**src/rtl/fetch_pkg.sv**
```systemverilog
// Shared types and default dimensions for the fetch sequencer and its return stack.
package fetch_pkg;

  localparam int DEF_ADDR_W      = 12;
  localparam int DEF_OPC_W       = 4;
  localparam int DEF_OPR_W       = 4;
  localparam int DEF_STACK_DEPTH = 4;

  typedef enum logic {
    FETCH = 1'b0,
    EXEC  = 1'b1
  } state_t;

  typedef enum logic [2:0] {
    ACT_NONE,
    ACT_INC,
    ACT_LOAD,
    ACT_CALL,
    ACT_RET
  } pc_action_t;

endpackage

```
**src/rtl/ret_stack.sv**
```systemverilog
// Return-address stack for CALL/RET. Pushing when full and popping when empty are ignored.
// The parent never requests a push and a pop in the same cycle.
module ret_stack #(
  parameter int ADDR_W      = 12,
  parameter int STACK_DEPTH = 4
) (
  input  logic              clk,
  input  logic              rst_n,
  input  logic              push,
  input  logic              pop,
  input  logic [ADDR_W-1:0] push_data,
  output logic [ADDR_W-1:0] top,
  output logic              full,
  output logic              empty
);

  localparam int SP_W  = $clog2(STACK_DEPTH + 1);
  localparam int IDX_W = (STACK_DEPTH > 1) ? $clog2(STACK_DEPTH) : 1;

  logic [ADDR_W-1:0] mem [STACK_DEPTH];
  logic [SP_W-1:0]   sp;

  assign full  = (sp == SP_W'(STACK_DEPTH));
  assign empty = (sp == '0);
  assign top   = mem[IDX_W'(sp - SP_W'(1))];

  always_ff @(posedge clk) begin
    if (!rst_n) begin
      sp <= '0;
    end else if (push && !full) begin
      sp <= sp + SP_W'(1);
    end else if (pop && !empty) begin
      sp <= sp - SP_W'(1);
    end
  end

  // NOTE: entries are never read at or above sp, so the storage needs no reset;
  // leaving it out lets synthesis map it to plain registers or RAM.
  always_ff @(posedge clk) begin
    if (push && !full) begin
      mem[sp[IDX_W-1:0]] <= push_data;
    end
  end

endmodule

```
**src/rtl/fetch_sequencer.sv**
```systemverilog
// PC, fetch/execute phase and instruction register with ROM wait states, execute stall
// and a hardware return stack for CALL/RET.
module fetch_sequencer
  import fetch_pkg::*;
#(
  parameter int ADDR_W      = DEF_ADDR_W,
  parameter int OPC_W       = DEF_OPC_W,
  parameter int OPR_W       = DEF_OPR_W,
  parameter int STACK_DEPTH = DEF_STACK_DEPTH
) (
  input  logic                   clk,
  input  logic                   Rst,
  input  logic [OPC_W+OPR_W-1:0] rom_data,
  input  logic                   rom_valid,
  input  logic                   incPC,
  input  logic                   loadPC,
  input  logic                   callPC,
  input  logic                   retPC,
  input  logic                   stall,
  output logic [ADDR_W-1:0]      rom_addr,
  output logic                   phase,
  output logic [OPC_W-1:0]       instruction,
  output logic [OPR_W-1:0]       operand,
  output logic                   stack_overflow,
  output logic                   stack_underflow
);

  localparam int WORD_W = OPC_W + OPR_W;

  state_t            state, state_n;
  pc_action_t        action;
  logic [ADDR_W-1:0] pc, pc_n, pc_inc, target, stack_top;
  logic [WORD_W-1:0] ir, ir_n;
  logic              ovf, unf, set_ovf, set_unf;
  logic              push, pop, stack_full, stack_empty;

  assign pc_inc = pc + ADDR_W'(1);
  // Jump address spans the IR operand field and the following ROM byte.
  assign target = ADDR_W'({ir[OPR_W-1:0], rom_data});

  always_comb begin
    if      (retPC)  action = ACT_RET;
    else if (callPC) action = ACT_CALL;
    else if (loadPC) action = ACT_LOAD;
    else if (incPC)  action = ACT_INC;
    else             action = ACT_NONE;
  end

  // NOTE: every output of this block is given a default first, so no path
  // through the case statements can leave a value held and infer a latch.
  always_comb begin
    state_n = state;
    pc_n    = pc;
    ir_n    = ir;
    push    = 1'b0;
    pop     = 1'b0;
    set_ovf = 1'b0;
    set_unf = 1'b0;
    case (state)
      FETCH: begin
        if (rom_valid) begin
          ir_n    = rom_data;
          pc_n    = pc_inc;
          state_n = EXEC;
        end
      end
      EXEC: begin
        if (!stall) begin
          case (action)
            ACT_RET: begin
              if (!stack_empty) begin
                pc_n = stack_top;
                pop  = 1'b1;
              end else begin
                pc_n    = pc_inc;
                set_unf = 1'b1;
              end
              state_n = FETCH;
            end
            ACT_CALL: begin
              if (rom_valid) begin
                push    = !stack_full;
                set_ovf = stack_full;
                pc_n    = target;
                state_n = FETCH;
              end
            end
            ACT_LOAD: begin
              if (rom_valid) begin
                pc_n    = target;
                state_n = FETCH;
              end
            end
            ACT_INC: begin
              pc_n    = pc_inc;
              state_n = FETCH;
            end
            default: state_n = FETCH;
          endcase
        end
      end
      default: state_n = FETCH;
    endcase
  end

  // NOTE: sequential state uses non-blocking assignments so every register
  // samples the pre-edge values, independent of statement order.
  always_ff @(posedge clk) begin
    if (!Rst) begin
      state <= FETCH;
      pc    <= '0;
      ir    <= '0;
      ovf   <= 1'b0;
      unf   <= 1'b0;
    end else begin
      state <= state_n;
      pc    <= pc_n;
      ir    <= ir_n;
      ovf   <= ovf | set_ovf;
      unf   <= unf | set_unf;
    end
  end

  ret_stack #(
    .ADDR_W      (ADDR_W),
    .STACK_DEPTH (STACK_DEPTH)
  ) u_ret_stack (
    .clk       (clk),
    .rst_n     (Rst),
    .push      (push),
    .pop       (pop),
    .push_data (pc_inc),
    .top       (stack_top),
    .full      (stack_full),
    .empty     (stack_empty)
  );

  assign rom_addr        = pc;
  assign phase           = (state == EXEC);
  assign instruction     = ir[WORD_W-1:OPR_W];
  assign operand         = ir[OPR_W-1:0];
  assign stack_overflow  = ovf;
  assign stack_underflow = unf;

endmodule

```
**config.mk**
```make
export PLATFORM = sky130hd
export DESIGN_NAME = fetch_sequencer
export DESIGN_NICKNAME = d
export VERILOG_FILES = /design/src/rtl/fetch_pkg.sv /design/src/rtl/ret_stack.sv /design/src/rtl/fetch_sequencer.sv
export SDC_FILE = /design/constraint.sdc
export NUM_CORES = 1
export LEC_CHECK = 0
export BUFFER_PORTS_ARGS = -buffer_cell sky130_fd_sc_hd__buf_2
export CAP_MARGIN = 10
export CELL_PAD_IN_SITES_DETAIL_PLACEMENT = 0
export CELL_PAD_IN_SITES_GLOBAL_PLACEMENT = 2
export CORE_ASPECT_RATIO = 1.1
export CORE_MARGIN = 3
export CORE_UTILIZATION = 30
export CTS_CLUSTER_DIAMETER = 40
export DETAILED_ROUTE_END_ITERATION = 12
export PLACE_DENSITY = 0.67
export SLEW_MARGIN = 10
export SYNTH_ARGS = -nofsm -noshare
export SYNTH_HDL_FRONTEND = slang
export SYNTH_HIERARCHICAL = 1
export SYNTH_SLANG_ARGS = --single-unit
```
**constraint.sdc**
```tcl
create_clock -name clk -period 2.8 [get_ports clk]
set_input_delay 0.28 -clock clk [delete_from_list [all_inputs] [get_ports clk]]
set_output_delay 0.28 -clock clk [all_outputs]
set_load 0.005 [all_outputs]
```
# Word-level counts from Yosys, hierarchy flattened
# Memories as Yosys holds them, arrays and structs flattened.
# Cells that the tools add are included.
dict set report classes {
  n_lt_le_gt_ge 0
  shift 0
  bitwise_logic 3
  mul 0
  eq_ne 9
  reduce_logical 9
  n_addsub 3
  mux 35
  div_mod_pow 0
}
# cell count
set op_table {}
lappend op_table {{$mux 12} 4}
lappend op_table {{$pmux 12 s3} 1}
lappend op_table {{$pmux 12 s2} 1}
lappend op_table {{$mux 1} 23}
lappend op_table {{$add 12x1->12 const B} 1}
lappend op_table {{$mux 3} 3}
lappend op_table {{$eq 3x2->1 const B} 2}
lappend op_table {{$eq 3x3->1 const B} 2}
lappend op_table {{$mux 2} 2}
lappend op_table {{$ne 2x2->1 const B} 2}
lappend op_table {{$ne 4x2->1 const B} 1}
lappend op_table {{$reduce_and 4->1} 1}
lappend op_table {{$add 3x1->3 const B} 1}
lappend op_table {{$eq 3x1->1 const B} 1}
lappend op_table {{$logic_not 3->1} 1}
lappend op_table {{$ne 3x3->1 const B} 1}
lappend op_table {{$sub 3x1->3 const B} 1}
lappend op_table {{$logic_and 1x1->1} 2}
lappend op_table {{$logic_not 1->1} 2}
lappend op_table {{$or 1x1->1} 2}
lappend op_table {{$pmux 1 s2} 1}
lappend op_table {{$reduce_and 2->1} 1}
lappend op_table {{$reduce_bool 2->1} 1}
lappend op_table {{$reduce_or 2->1} 1}
lappend op_table {{$not 1->1} 1}
dict set report word_totals {
  input_bits 16
  output_inout_bits 23
  mem_count 1
  ramBits 48
  latchBits 0
  rom_bits 0
  reg_bits 26
}
# memory words width read_ports rd_ports_with_merged_regs write_ports line_no
set mem_list {}
lappend mem_list {u_ret_stack.mem 4 12 1 0 1 ret_stack.sv:20} ;# logic [ADDR_W-1:0] mem [STACK_DEPTH];

# Longest topological paths before layout
dict set report logic_depth {
  depth_word 11
  depth_mapped 10
  mapped_depth_nobuf 7
}

# Cells and area by module
# The synthesis kept the hierarchy.
# module seq_area_each_um2 area_per_inst_um2 cells_per_inst instances
set by_module_without_submodules {}
lappend by_module_without_submodules {ret_stack 1501.4 2039.5 97 1}
lappend by_module_without_submodules {fetch_sequencer 460.4 1485.2 183 1}

# Worst setup path after synthesis
# No wires, ideal clock.
dict set report synth_path {
  path_kind {register to register}
  start {reg u_ret_stack.sp[0]}
  end {reg pc[7] (netlist: rom_addr[7])}
  t_arrival_ps 2108
  required_ps 2683
  path_slack_ps 575
  path_stages_with_launch 11
  path_buffers 3
  period_less_slack_ps 2225
  path_cell_list {dfxtp_1 buf_6 buf_6 inv_1 ha_1 ha_1 nor2b_1 a22o_1 buf_2 o211ai_1 a32o_1}
}
dict set report synth_via {
  word_cells_on_any_way 7
}
# element line_no
set synth_lines {}
lappend synth_lines {{from (decl)} ret_stack.sv:21} ;# logic [SP_W-1:0] sp;
lappend synth_lines {{from (signal assigned)} ret_stack.sv:31} ;# sp <= sp + SP_W'(1);
lappend synth_lines {{from (signal assigned)} ret_stack.sv:33} ;# sp <= sp - SP_W'(1);
lappend synth_lines {{$logic_not 3->1} ret_stack.sv:24} ;# assign empty = (sp == '0);
lappend synth_lines {{net stack_empty} fetch_sequencer.sv:35} ;# logic push, pop, stack_full, stack_empty;
lappend synth_lines {{$mux 12} fetch_sequencer.sv:71} ;# if (!stack_empty) begin
lappend synth_lines {{$pmux 12 s3} fetch_sequencer.sv:69} ;# case (action)
lappend synth_lines {{$mux 12} fetch_sequencer.sv:68} ;# if (!stall) begin
lappend synth_lines {{$pmux 12 s2} fetch_sequencer.sv:59} ;# case (state)
lappend synth_lines {{to (signal assigned)} fetch_sequencer.sv:117} ;# pc <= pc_n;
lappend synth_lines {{to (decl)} fetch_sequencer.sv:32} ;# logic [ADDR_W-1:0] pc, pc_n, pc_inc, target, stack_top;
# The timed path passes the listed nets, and every way through them passes these cells. The select of a mux whose other input is x is not followed.
# A chain may end at the register's enable or synchronous reset.

# Worst setup path after layout
dict set report layout_path {
  start {reg u_ret_stack.sp[1]}
  end {reg pc[7] (netlist: rom_addr[7])}
}
# Same word-level chain as after synthesis.

==> summary.txt <==
Synth
  • Flops & latches, synth: 74
  • Post-synth top area cell: edfxtp_1
  • Share of flip-flops with an asynchronous set or reset: 0%
  • EDFF count, synth: 48
  • Synthesis Warnings: 6
  • Top-count cell post-synth: edfxtp_1
  • Share of the synthesized area in the top cell type: about two fifths
  • Seq/Total Area, Yosys: approximately 56%
  • Avg Inst Size Synth: 12.6 sq um
  • Ys flop type: edfxtp_1
  • Count of different cell masters after synthesis: 55
  • Mapped Cells: 280
  • Syn Std Cell Area: about 3500 sq um
  • Synth top cells by count: edfxtp_1, nand2_1, dfxtp_1
  • Area contributors post-synth: edfxtp_1, dfxtp_1, mux4_2
  • Post-synth net total: 303

Drt
  • Routed length per instance: 19.5 microns
  • Final WL: 9260 microns
  • Routed vias: 2431
  • Remaining antenna violation count after routing: 0
  • Vias/cell: 5.13
  • Total iterations of the first detailed-routing run: 4
  • Starting DRT DRC Count: 188
  • DRC Markers: 0

STA
  • Unrepaired setup endpoints after global routing: false
  • Setup TNS: 0 ns
  • Slew HR: a little over half
  • Period utilization: 80.3%
  • Min Tclk post-route: between 2 and 2.5 ns
  • Final hold vios: 0
  • Max-slew violations: 0
  • Fmax: 445 MHz
  • Post-Route Skew: approximately 0.0091 ns
  • Final setup viols: 0
  • Actual slew at the worst max-slew pin: approximately 0.68 ns

Placement
  • Routability cong.: between 0.7 and 0.8
  • Port bufs: 38
  • Post-DP HPWL: 6640 microns
  • Placed cells: about 460

Die
  • Die Span Y: 120 microns
  • Initial core utilization: 31.4%
  • Die area: ~13000 sq um
  • FP Rows: 40
  • Core area: 11200 sq um
  • IO Count: 39
  • Die X: 109 microns

Clocking
  • Clk Latency, worst-skew pair: roughly 0.33 ns
  • CTS clk-pin slew, worst paths: 0.07 ns
  • Clock Path Buffers: 2
  • CTS Buf Count: 9
  • CTS tree: yes
  • Post-CTS setup buffer count: 0
  • Clk sinks: 74
  • Post-CTS Hold Buffers: 0
  • H-tree Lvls: 3
  • Clock Root Buffer: clkbuf_16
  • CTS resizes: 0

Cells and area
  • Area growth, synth to finish: 18.5%
  • Layout cells sized above 1: 29.7%
  • Ant diodes: 0
  • FILL cells: between 1000 and 1500
  • Final net count: 345
  • Finished Layout Cells: 474

Worst hold path
  • Worst Hold Depth: 3
  • WHS Endpoint: ir[7]
  • Hold WC Path Type: in -> reg
  • HP Start: rom_data[7]

Critical path
  • CP startpoint kind: flop
  • Worst path cell trace: inv_1 -> ha_1 -> ha_1 -> nor2b_1 -> a22o_1 -> o211ai_1 -> a32o_1
  • Worst endpoint required time: 3.03 ns
  • R2r startpoint: u_ret_stack/sp[1]
  • Flop-to-flop setup slack: 0.55 ns
  • CP dominant cell by count: ha_1
  • Critical Path Max Stage Delay: 0.56 ns
  • Worst path arrival time: 2.47 ns
  • Worst r2r path cells: 7
  • R2R Path End: rom_addr[7]
  • Setup crit end kind: flop
  • Slowest cell on the critical path: a22o_1
  • WS Path Type: reg -> reg
  • Largest fanout on the critical path: 12

Power and ir drop
  • Leak: about 0.0015 uW
  • Power density over the cells: between 600 and 700 nW/um^2
  • Peak VDD IR: 0.000284 V

GRT
  • Vias in the first global route: 2332
  • First-pass GRT wire length: 14200 microns
  • Largest net degree at the start of global routing: 17
  • All-layer global routing usage: 14.7%
  • Grt ovf: 0
  • Initial antenna violation count: 0

Status
  • Status: complete, no violations

Run
  • Max Cap Viol: 0
metrics by stage:
step | area (sq um) | utilization, % | power, uW | setup slack, ns | hold slack (ns)
2_1_floorplan | 3520 | - | 1330 | 0.575 | 0.416
3_3_place_gp | 3870 | 34.5 | 1410 | 0.589 | 0.443
3_5_place_dp | 3870 | 34.5 | 1410 | 0.570 | 0.446
4_1_cts | 4180 | 37.2 | 2630 | 0.553 | 0.205
5_1_grt | 4180 | 37.2 | 2700 | 0.377 | 0.207
6_report | 4180 | 37.2 | 2600 | 0.552 | 0.213
cell usage in the layout (no fill, tap or decap), drive strengths merged, types with 2 or more instances in the layout:
master / netlist / final
edfxtp: 48 / 48
buf: 7 / 44
nand2: 32 / 32
dfxtp: 26 / 26
inv: 9 / 13
nor2: 12 / 12
mux4: 12 / 12
a21oi: 10 / 10
mux2i: 9 / 9
clkbuf: 6 / 9
nor3: 8 / 8
mux2: 8 / 8
ha: 7 / 7
nand3: 7 / 7
or2: 5 / 5
nor2b: 5 / 5
and2: 5 / 5
o21a: 4 / 4
or3: 4 / 4
nand2b: 4 / 4
o211ai: 4 / 4
a32o: 4 / 4
o32ai: 4 / 4
o31a: 3 / 3
nor4: 3 / 3
a31oi: 3 / 3
o21ai: 3 / 3
nand4: 2 / 2
xor2: 2 / 2
o2111ai: 2 / 2
o221ai: 2 / 2
nand3b: 2 / 2
or4: 2 / 2
state kept, by name, indices dropped and copies added, names as in the netlist:
name,flops
ir,8
phase,1
rom_addr,12
stack_overflow,1
stack_underflow,1
u_ret_stack/mem,48
u_ret_stack/sp,3
per-layer routing:
| layer | up-vias | share of wire [%] | track usage, % |
|---|---|---|---|
| li1 | 1165 | - | - |
| met2 | 48 | 47 | 22.3 |
| met1 | 1209 | 48 | 21.4 |
| met5 | - | 0 | 0 |
| met3 | 9 | 4.1 | 3.55 |
| met4 | 0 | 0.96 | 2.81 |
kinds of logic (layout without fill, tap and decap cells):
kind of cell	after synthesis	count (layout)	share of synthesized area, %
multiplexers	29	29	12.8
adder cells (fa/ha/maj)	7	7	2.48
flip-flops	74	74	55.7
AND/OR/NAND/NOR	94	94	13.9
buffers and inverters	22	69	3.16
XOR/XNOR	3	3	0.746
AO/OA/AOI/OAI	51	51	11.3
layout make-up:
cell class | instances | area [sq um] | area share [%]
clock inverter | 7 | 83.8 | 2.01
multi-input combinational | 184 | 1450 | 34.8
clock buffer | 9 | 225 | 5.39
inverter | 9 | 33.8 | 0.809
sequential | 74 | 1960 | 47.0
timing repair buffer | 44 | 235 | 5.63
tap | 147 | 184 | 4.41
critical path: cells and delay by family, from the launching register on:
kind | cells | cell delay (ns)
buffers and inverters | 1 | 0.10
AOI/OAI and AO/OA | 3 | 1.00
DFF | 1 | 0.35
adders and majority gates | 2 | 0.45
and+or+nand+nor | 1 | 0.25
power breakdown:
| group | switching, uW | total (uW) | leakage (uW) | internal (uW) |
|---|---|---|---|---|
| clock network | 500 | 1210 | 0.000149 | 708 |
| logic | 111 | 184 | 0.000685 | 72.6 |
| registers | 22.8 | 1200 | 0.000661 | 1180 |
| total | 634 | 2600 | 0.00150 | 1960 |
worst max path at each step:
| stage | from | to | slack (ns) | cells past startpoint |
|---|---|---|---|---|
| after floorplan | u_ret_stack/sp[0] | rom_addr[7] | 0.57 | 10 |
| after global placement | phase | u_ret_stack/mem[0][6] | 0.59 | 6 |
| after detailed placement | u_ret_stack/sp[1] | rom_addr[7] | 0.57 | 7 |
| after CTS | u_ret_stack/sp[1] | rom_addr[7] | 0.55 | 7 |
| after global routing | u_ret_stack/sp[1] | rom_addr[0] | 0.38 | 7 |
| final | u_ret_stack/sp[1] | rom_addr[7] | 0.55 | 7 |
(Power assumes the default switching activity.)
